===== src/rtl/datapath_ctrl_pkg.sv =====
// Shared types and constants for the datapath micro-sequencer: FSM states,
// instruction field positions, opcode/op encodings and datapath control codes.
package datapath_ctrl_pkg;

  localparam int OPC_MSB = 15;
  localparam int OPC_LSB = 13;
  localparam int OP_MSB  = 12;
  localparam int OP_LSB  = 11;
  localparam int RN_MSB  = 10;
  localparam int RN_LSB  = 8;
  localparam int RD_MSB  = 7;
  localparam int RD_LSB  = 5;
  localparam int SH_MSB  = 4;
  localparam int SH_LSB  = 3;
  localparam int RM_MSB  = 2;
  localparam int RM_LSB  = 0;
  localparam int IMM_MSB = 7;
  localparam int IMM_LSB = 0;

  typedef enum logic [2:0] {
    ST_IDLE   = 3'd0,
    ST_WIMM   = 3'd1,
    ST_LOAD_A = 3'd2,
    ST_LOAD_B = 3'd3,
    ST_EXEC   = 3'd4,
    ST_WB     = 3'd5,
    ST_DONE   = 3'd6
  } state_e;

  typedef enum logic [2:0] {
    OPC_ALU = 3'b101,
    OPC_MOV = 3'b110
  } opcode_e;

  typedef enum logic [1:0] {
    OP_MOV_REG = 2'b00,
    OP_MOV_IMM = 2'b10
  } mov_op_e;

  typedef enum logic [1:0] {
    OP_ADD = 2'b00,
    OP_CMP = 2'b01,
    OP_AND = 2'b10,
    OP_MVN = 2'b11
  } alu_instr_op_e;

  typedef enum logic [1:0] {
    ALU_ADD  = 2'b00,
    ALU_SUB  = 2'b01,
    ALU_AND  = 2'b10,
    ALU_NOTB = 2'b11
  } alu_op_e;

  typedef enum logic [1:0] {
    SH_NONE = 2'b00,
    SH_LSL  = 2'b01,
    SH_LSR  = 2'b10,
    SH_ASR  = 2'b11
  } shift_op_e;

  typedef enum logic [2:0] {
    CLS_ILLEGAL = 3'd0,
    CLS_MOV_IMM = 3'd1,
    CLS_MOV_REG = 3'd2,
    CLS_ADD     = 3'd3,
    CLS_CMP     = 3'd4,
    CLS_AND     = 3'd5,
    CLS_MVN     = 3'd6
  } instr_class_e;

  function automatic logic [15:0] ext_imm8(input logic [7:0] imm, input logic sext);
    return sext ? {{8{imm[7]}}, imm} : {8'h00, imm};
  endfunction

endpackage


===== src/rtl/datapath_ctrl_instr_decode.sv =====
// Purely combinational instruction decoder: splits fields, extends imm8 and
// classifies the instruction (unsupported encodings map to CLS_ILLEGAL).
module instr_decode
  import datapath_ctrl_pkg::*;
#(
  parameter bit IMM_SEXT = 1'b1
) (
  input  logic [15:0]  instr,
  output logic [2:0]   rn,
  output logic [2:0]   rd,
  output logic [2:0]   rm,
  output logic [1:0]   sh,
  output logic [15:0]  imm_ext,
  output instr_class_e cls,
  output logic         illegal
);

  logic [2:0] opc;
  logic [1:0] op;

  assign opc     = instr[OPC_MSB:OPC_LSB];
  assign op      = instr[OP_MSB:OP_LSB];
  assign rn      = instr[RN_MSB:RN_LSB];
  assign rd      = instr[RD_MSB:RD_LSB];
  assign rm      = instr[RM_MSB:RM_LSB];
  assign sh      = instr[SH_MSB:SH_LSB];
  assign imm_ext = ext_imm8(instr[IMM_MSB:IMM_LSB], IMM_SEXT);

  always_comb begin
    cls = CLS_ILLEGAL;
    if (opc == OPC_MOV) begin
      if (op == OP_MOV_IMM) begin
        cls = CLS_MOV_IMM;
      end else if (op == OP_MOV_REG) begin
        cls = CLS_MOV_REG;
      end
    end else if (opc == OPC_ALU) begin
      case (op)
        OP_ADD:  cls = CLS_ADD;
        OP_CMP:  cls = CLS_CMP;
        OP_AND:  cls = CLS_AND;
        default: cls = CLS_MVN;
      endcase
    end
  end

  assign illegal = (cls == CLS_ILLEGAL);

endmodule


===== src/rtl/datapath_ctrl.sv =====
// Multi-cycle sequencer expanding one 16-bit instruction per start/done
// handshake into the datapath's load-A / load-B / execute / write-back steps.
module datapath_ctrl
  import datapath_ctrl_pkg::*;
#(
  parameter bit IMM_SEXT = 1'b1
) (
  input  logic        clk,
  input  logic        rst_n,
  input  logic        start,
  input  logic [15:0] instr,
  output logic        busy,
  output logic        done,
  output logic        illegal,
  output logic [15:0] datapath_in,
  output logic        wb_sel,
  output logic [2:0]  w_addr,
  output logic        w_en,
  output logic [2:0]  r_addr,
  output logic        en_A,
  output logic        en_B,
  output logic        en_C,
  output logic        en_status,
  output logic        sel_A,
  output logic        sel_B,
  output logic [1:0]  shift_op,
  output logic [1:0]  ALU_op
);

  state_e       state_q, state_d;
  logic [15:0]  instr_q, instr_d;
  logic         illegal_q, illegal_d;

  logic [15:0]  dec_src;
  logic [2:0]   dec_rn, dec_rd, dec_rm;
  logic [1:0]   dec_sh;
  logic [15:0]  dec_imm;
  instr_class_e dec_cls;
  logic         dec_illegal;
  logic [1:0]   alu_sel;

  // In IDLE every output is 0, so the single decoder can look at the live
  // instruction there (to pick the next state) and at the captured one elsewhere.
  assign dec_src = (state_q == ST_IDLE) ? instr : instr_q;

  instr_decode #(
    .IMM_SEXT (IMM_SEXT)
  ) u_decode (
    .instr   (dec_src),
    .rn      (dec_rn),
    .rd      (dec_rd),
    .rm      (dec_rm),
    .sh      (dec_sh),
    .imm_ext (dec_imm),
    .cls     (dec_cls),
    .illegal (dec_illegal)
  );

  always_ff @(posedge clk or negedge rst_n) begin
    if (!rst_n) begin
      state_q   <= ST_IDLE;
      instr_q   <= '0;
      illegal_q <= 1'b0;
    end else begin
      state_q   <= state_d;
      instr_q   <= instr_d;
      illegal_q <= illegal_d;
    end
  end

  always_comb begin
    state_d   = state_q;
    instr_d   = instr_q;
    illegal_d = illegal_q;
    case (state_q)
      ST_IDLE: begin
        if (start) begin
          instr_d   = instr;
          illegal_d = dec_illegal;
          case (dec_cls)
            CLS_MOV_IMM:               state_d = ST_WIMM;
            CLS_ADD, CLS_CMP, CLS_AND: state_d = ST_LOAD_A;
            CLS_MOV_REG, CLS_MVN:      state_d = ST_LOAD_B;
            default:                   state_d = ST_DONE;
          endcase
        end
      end
      ST_WIMM:   state_d = ST_DONE;
      ST_LOAD_A: state_d = ST_LOAD_B;
      ST_LOAD_B: state_d = ST_EXEC;
      ST_EXEC:   state_d = (dec_cls == CLS_CMP) ? ST_DONE : ST_WB;
      ST_WB:     state_d = ST_DONE;
      ST_DONE:   state_d = ST_IDLE;
      default:   state_d = ST_IDLE;
    endcase
  end

  // MOV reg is "0 + sh(Rm)", so it borrows the add opcode with A forced to 0.
  always_comb begin
    case (dec_cls)
      CLS_CMP: alu_sel = ALU_SUB;
      CLS_AND: alu_sel = ALU_AND;
      CLS_MVN: alu_sel = ALU_NOTB;
      default: alu_sel = ALU_ADD;
    endcase
  end

  always_comb begin
    done        = 1'b0;
    illegal     = 1'b0;
    datapath_in = '0;
    wb_sel      = 1'b0;
    w_addr      = '0;
    w_en        = 1'b0;
    r_addr      = '0;
    en_A        = 1'b0;
    en_B        = 1'b0;
    en_C        = 1'b0;
    en_status   = 1'b0;
    sel_A       = 1'b0;
    shift_op    = SH_NONE;
    ALU_op      = ALU_ADD;
    case (state_q)
      ST_WIMM: begin
        w_en        = 1'b1;
        wb_sel      = 1'b1;
        w_addr      = dec_rn;
        datapath_in = dec_imm;
      end
      ST_LOAD_A: begin
        r_addr = dec_rn;
        en_A   = 1'b1;
      end
      ST_LOAD_B: begin
        r_addr = dec_rm;
        en_B   = 1'b1;
      end
      ST_EXEC: begin
        shift_op  = dec_sh;
        ALU_op    = alu_sel;
        sel_A     = (dec_cls == CLS_MOV_REG);
        en_C      = (dec_cls != CLS_CMP);
        en_status = (dec_cls == CLS_CMP);
      end
      ST_WB: begin
        w_en     = 1'b1;
        w_addr   = dec_rd;
        shift_op = dec_sh;
        ALU_op   = alu_sel;
      end
      ST_DONE: begin
        done    = 1'b1;
        illegal = illegal_q;
      end
      default: ;
    endcase
  end

  assign busy  = (state_q != ST_IDLE);
  assign sel_B = 1'b0;

endmodule


===== config.mk =====
export PLATFORM = sky130hd
export DESIGN_NAME = datapath_ctrl
export DESIGN_NICKNAME = d
export VERILOG_FILES = /design/src/rtl/datapath_ctrl_pkg.sv /design/src/rtl/datapath_ctrl_instr_decode.sv /design/src/rtl/datapath_ctrl.sv
export SDC_FILE = /design/constraint.sdc
export NUM_CORES = 1
export LEC_CHECK = 0
export ABC_AREA = 1
export BUFFER_PORTS_ARGS = -buffer_cell sky130_fd_sc_hd__buf_2
export CAP_MARGIN = 40
export CORE_ASPECT_RATIO = 0.6
export CORE_UTILIZATION = 50
export CTS_BUF_LIST = sky130_fd_sc_hd__clkbuf_8
export DETAILED_ROUTE_END_ITERATION = 8
export GPL_TIMING_DRIVEN = 0
export PLACE_DENSITY_LB_ADDON = 0.05
export RECOVER_POWER = 100
export SYNTH_ARGS = -nofsm -noshare
export SYNTH_HDL_FRONTEND = slang
export SYNTH_SLANG_ARGS = --single-unit
export TNS_END_PERCENT = 100

===== constraint.sdc =====
create_clock -name clk -period 2.9 [get_ports clk]
set_input_delay 0.58 -clock clk [delete_from_list [all_inputs] [get_ports clk]]
set_output_delay 0.58 -clock clk [all_outputs]
set_load 0.05 [all_outputs]

# Word level (Yosys, flattened, before mapping)
# Index checks and enable logic that the tools add are counted.
# totals
inputBits	19
reg_bits	20
elab_cells	55
out_inout_bits	37
# op_classes
eq_ne	18
n_reduce_logical	9
mux	25
# op_table
op	count
2-to-1 mux 16 bit	2
equality test 3 bit (second input constant)	8
one-hot mux 3 bit (3 select lines)	2
one-hot mux 3 bit (5 select lines)	1
equality test 3 x 2 -> 1 bit (second input constant)	4
2-to-1 mux 3 bit	4
one-hot mux 3 bit (2 select lines)	2
2-to-1 mux 1 bit	9
2-to-1 mux 2 bit	4
equality test 3 x 1 -> 1 bit (second input constant)	2
logical NOT 3 bit	2
one-hot mux 2 bit (3 select lines)	1
OR reduction 2 bit	3
!= test 3 bit (second input constant)	1
nonzero test 3 bit	1
OR reduction 3 bit	1
equality test 2 x 1 -> 1 bit (second input constant)	1
equality test 2 bit (second input constant)	1
logical NOT 2 bit	1
!= test 2 bit (second input constant)	1
AND reduction 2 bit	1

# Logic depth before layout (Yosys ltp)
# depth
depth_word	11
mapped_depth	13
ltp_nobuf	12

# By module
# A second synthesis with hierarchy kept.
# unflattened
cells_unflattened	273
area_unflattened_um2	1801.7
# modules_own_cells
mod	seq_area_each_um2	cells_each	area_each_um2	n_inst
datapath_ctrl	500.5	226	1473.9	1
instr_decode	0.0	47	327.8	1

# Worst setup path after synthesis
# Ideal clock, no wire load.
# synth_timing
path_kind	flip-flop to output port
from	reg state_q[0]
to	out datapath_in[10]
n_path_buf	2
t_arrival_ps	2943
stages_incl_launch_ff	7
slack_ps	-623
required_time_ps	2320
cell_sequence	dfrtp_1 -> inv_1 -> nor2_1 -> nand2_1 -> clkbuf_1 -> nor2_1 -> buf_4
# synth_between
elab_chain_len	3
elab_cells_between_ends	4
cone_classes	eq/ne (1); mux (2); reduce/logical (1)
# synth_lines
element	line_no	rtl
from (decl)	datapath_ctrl.sv:30	state_e state_q, state_d;
from (signal assigned)	datapath_ctrl.sv:65	state_q <= state_d;
logical NOT 3 bit	datapath_ctrl.sv:44	assign dec_src = (state_q == ST_IDLE) ? instr : instr_q;
2-to-1 mux 16 bit	datapath_ctrl.sv:44	
2-to-1 mux 16 bit *	datapath_ctrl.sv:123	case (state_q)
to (decl)	datapath_ctrl.sv:15	output logic [15:0] datapath_in,
# Mark *: on every way between the ends. The rest lies on a longest branch, timed or not.

# Worst setup path after layout
# layout_timing
from	reg state_q[0]
to	out ALU_op[1]
# layout_between
elab_chain_len	9
elab_cells_between_ends	20
cone_classes	eq/ne (9); mux (8); reduce/logical (3)
# layout_lines
element	line_no	rtl
logical NOT 3 bit	datapath_ctrl.sv:44	
2-to-1 mux 16 bit	datapath_ctrl.sv:44	
equality test 2 bit (tied with other cells)	datapath_ctrl_instr_decode.sv:32, datapath_ctrl_instr_decode.sv:38	
one-hot mux 3 bit (3 select lines) / 2-to-1 mux 2 bit (equally long branches)	datapath_ctrl_instr_decode.sv:38, datapath_ctrl_instr_decode.sv:34	
2-to-1 mux 3 bit, on equally long branches	datapath_ctrl_instr_decode.sv:37, datapath_ctrl_instr_decode.sv:32	
2-to-1 mux 3 bit	datapath_ctrl_instr_decode.sv:31	if (opc == OPC_MOV) begin
equality test 3 bit	datapath_ctrl.sv:100	case (dec_cls)
one-hot mux 2 bit (3 select lines)	datapath_ctrl.sv:100	
2-to-1 mux 2 bit *	datapath_ctrl.sv:123	
to (decl)	datapath_ctrl.sv:27	output logic [1:0] ALU_op
# Marks and branches as above.

==> run metrics <==
global placer's final weighted congestion around 0.86; Die Y 43.48 um; # port buffers 54; slowest CP cell dfrtp_2; Slew HR 26.51%; Layout area overhead 35.69%; post-synth top area cell dfrtp_1; gr usage total about a quarter; drt drc 4; Clock transition at path regs approximately 0.07 ns; skew final ~0.00095 ns; failing checks DRC; Post-synth EDFFs 0; Post-Route WL 3.847 mm; number of global-route vias before repair 1172; Bufs on Longest Clock Path 2; routed vias 1523; Worst Setup Path Type reg2out; XOR/XNOR share of the synthesized area 0%; Worst Path Required 2.32 ns; synth cell count leaders 36 x nand2_1, 29 x inv_1, 23 x nor2_1; Unique masters post-synth 29; CP startpoint state_q[0]$_DFFE_PN0P_; Switching Power 1401 uW; CTS H-tree lvls 1; wire per inst between 10 and 15 um; final-report hold violation count 0; post-synthesis sequential area ratio 34.90%; fin util 74.54%; die area 3093 um^2; Final Worst Setup Slack ~0.0047 ns; flops & latches, synth 20; DP Worst Slack -0.01015 ns; hpwl dp 2.799 mm; r2r startpoint state_q[0]$_DFFE_PN0P_; Die X 71.14 um; combinational family with the most area after synthesis simple AND/OR/NAND/NOR gates; Clock Root Buffer clkbuf_8; initial antenna violation count 0; Comb power frac 71.8%; Int Pwr 1025 uW; Max Slew Vio Count 0; Worst Setup End Kind output pin; CTS sink count 20; Peak supply drop around 0.6 mV; first-pass GRT wire length 5.554 mm; Syn. warnings 0; largest net degree at the start of global routing 21; grt ovf 0; Tmin final 2.895 ns; IO Count 56; via/cell ratio 5.145; WHS 0.4873 ns; Synth Area in Simple Gates a little under a third; cell count after synthesis slightly below 200; worst-path fanout max 9; post-route ant nets 0; crit path capture ALU_op[1]; CTS tree yes; type of origin of the critical path flop; largest cells by area after synthesis dfrtp_1 35%, nand2_1 9.4%, inv_1 7.6%; power consumption ~2400 uW; Post-Synth Adder-Cell Area around 2.6%; WP data arrival 2.32 ns; reg-to-reg slack, setup 0.81 ns; Tightest Pin Transition 1.102 ns; ys async rst share 100.0%; Largest stage delay, worst path 0.45 ns; Seq pwr share 20.8%; fmax about 350 MHz; top-area cell type share of the netlist area 34.90%; Avg Cell Area, Syn 7.279 um^2; row count 14; hold crit path type reg2reg; mapped cell area 1434 um^2; syn_nets between 200 and 250; status finished, violations left; r2r endpoint state_q[0]$_DFFE_PN0P_; count leader, synth nand2_1; power share of the clock group ~7.4%; Filler cells approximately 230; core box area 2610 um^2; Sw Ratio 57.75%; Post-CTS Hold Buffers 0; pwr/cell area 1247 nW/um^2; fraction of layout cells with a size suffix above 1 42.42%; Synth Flop Type dfrtp_1; Skew-Pair Late Insertion Delay 0.26 ns; # setup viols final 0; initial detailed-routing violation count 112; critical path, cell by cell nor2_4, nand2_8, o21ai_4, ha_2, nand4_1, nand2_2, nand3_1, a21oi_2, buf_6; leakage 0.001101 uW; # nets final 288; Initial Util 54.94%; first-pass detailed-route iteration total 6; total of max-cap violations 0; n_diodes 0; Compound-Gate Fraction of Synth Area 15.62%; mux contribution to synthesized area 0.7853%; Setup TNS 0 ns; CTS Buf Count 3; reg2reg path depth 11; final worst-path cycle share 99.84%
[worst max-delay path: cells and delay by family, from the launching register on]
kind	cells	cell delay, ns
AO/OA/AOI/OAI	2	0.42
adder cells (fa/ha/maj)	1	0.21
buffers and inverters	1	0.17
flip-flops	1	0.45
AND/OR/NAND/NOR	5	0.80
[kinds of logic (layout without fill, tap and decap cells)]
| group | after synthesis | count (layout) |
|---|---|---|
| and+or+nand+nor | 87 | 87 |
| buffers and inverters | 46 | 113 |
| AOI/OAI and AO/OA | 39 | 39 |
| DFF | 20 | 20 |
| adders and majority gates | 3 | 3 |
| other | 1 | 1 |
| muxes | 1 | 1 |
[power groups by stage]
stage | clock network [uW] | logic, uW | registers, uW
final | 179 | 1740 | 506
after floorplan | 0 | 1250 | 482
after global routing | 193 | 1870 | 517
after detailed placement | 0 | 1550 | 503
after global placement | 0 | 1540 | 499
after CTS | 183 | 1580 | 502
[cells in the final DEF (no fill, tap or decap), drive strengths merged]
| master | synthesis | routed |
|---|---|---|
| nor3b | 1 | 1 |
| ha | 3 | 3 |
| o21bai | 1 | 1 |
| conb | 1 | 1 |
| mux2 | 1 | 1 |
| dfrtp | 20 | 20 |
| buf | 12 | 75 |
| nor2 | 25 | 25 |
| o22ai | 6 | 6 |
| nand4 | 5 | 5 |
| o21ai | 24 | 24 |
| nand2 | 45 | 45 |
| a21boi | 1 | 1 |
| inv | 31 | 31 |
| nor3 | 3 | 3 |
| nand3 | 8 | 8 |
| clkbuf | 3 | 7 |
| a31oi | 1 | 1 |
| a21oi | 6 | 6 |
[layer usage]
metal | vias to the layer above | part of all wire, % | GRT usage, %
li1 | 752 | - | -
met1 | 704 | 50 | 37.74
met2 | 62 | 43 | 31.73
met3 | 5 | 6.1 | 5.814
met4 | 0 | 1.1 | 9.200
met5 | - | 0 | 0
[sequential cells by signal, indices dropped and copies added (netlist names)]
name and flops:
illegal_q 1, instr_q 16, state_q 3
[worst min-delay path by stage]
| stage | start | endpoint | slack, ns | depth (start not counted) |
|---|---|---|---|---|
| detailed placement | instr_q[1]$_DFFE_PN0P_ | instr_q[1]$_DFFE_PN0P_ | 0.47 | 2 |
| floorplan | rst_n | illegal_q$_DFFE_PN0P_ | 0.28 | 0 |
| CTS | rst_n | instr_q[13]$_DFFE_PN0P_ | 0.27 | 1 |
| global placement | instr_q[1]$_DFFE_PN0P_ | instr_q[1]$_DFFE_PN0P_ | 0.46 | 2 |
| finish | instr_q[1]$_DFFE_PN0P_ | instr_q[1]$_DFFE_PN0P_ | 0.49 | 2 |
| global route | instr_q[6]$_DFFE_PN0P_ | instr_q[6]$_DFFE_PN0P_ | 0.50 | 2 |
[layout make-up]
class | count | area, um^2 | share of cell area (%)
buffer | 14 | 88.84 | 4.566
timing repair buffer | 65 | 366.6 | 18.84
inverter | 31 | 118.9 | 6.109
tap | 32 | 40.04 | 2.058
clock buffer | 3 | 41.29 | 2.122
sequential | 20 | 504.2 | 25.92
multi-input combinational | 131 | 785.8 | 40.39
[metrics by stage]
stage	instance area, um^2	cells
finish	1946	296
global route	1946	296
CTS	1832	287
detailed placement	1763	283
global placement	1763	283
floorplan	1453	197
[what timing repair did]
action,CTS,global route
cloned,0,0
resized for setup,9,12
pin swaps,2,8
buffers inserted,1,10
endpoints found under the setup margin,13,13
Power figures use the tool's default switching activity.
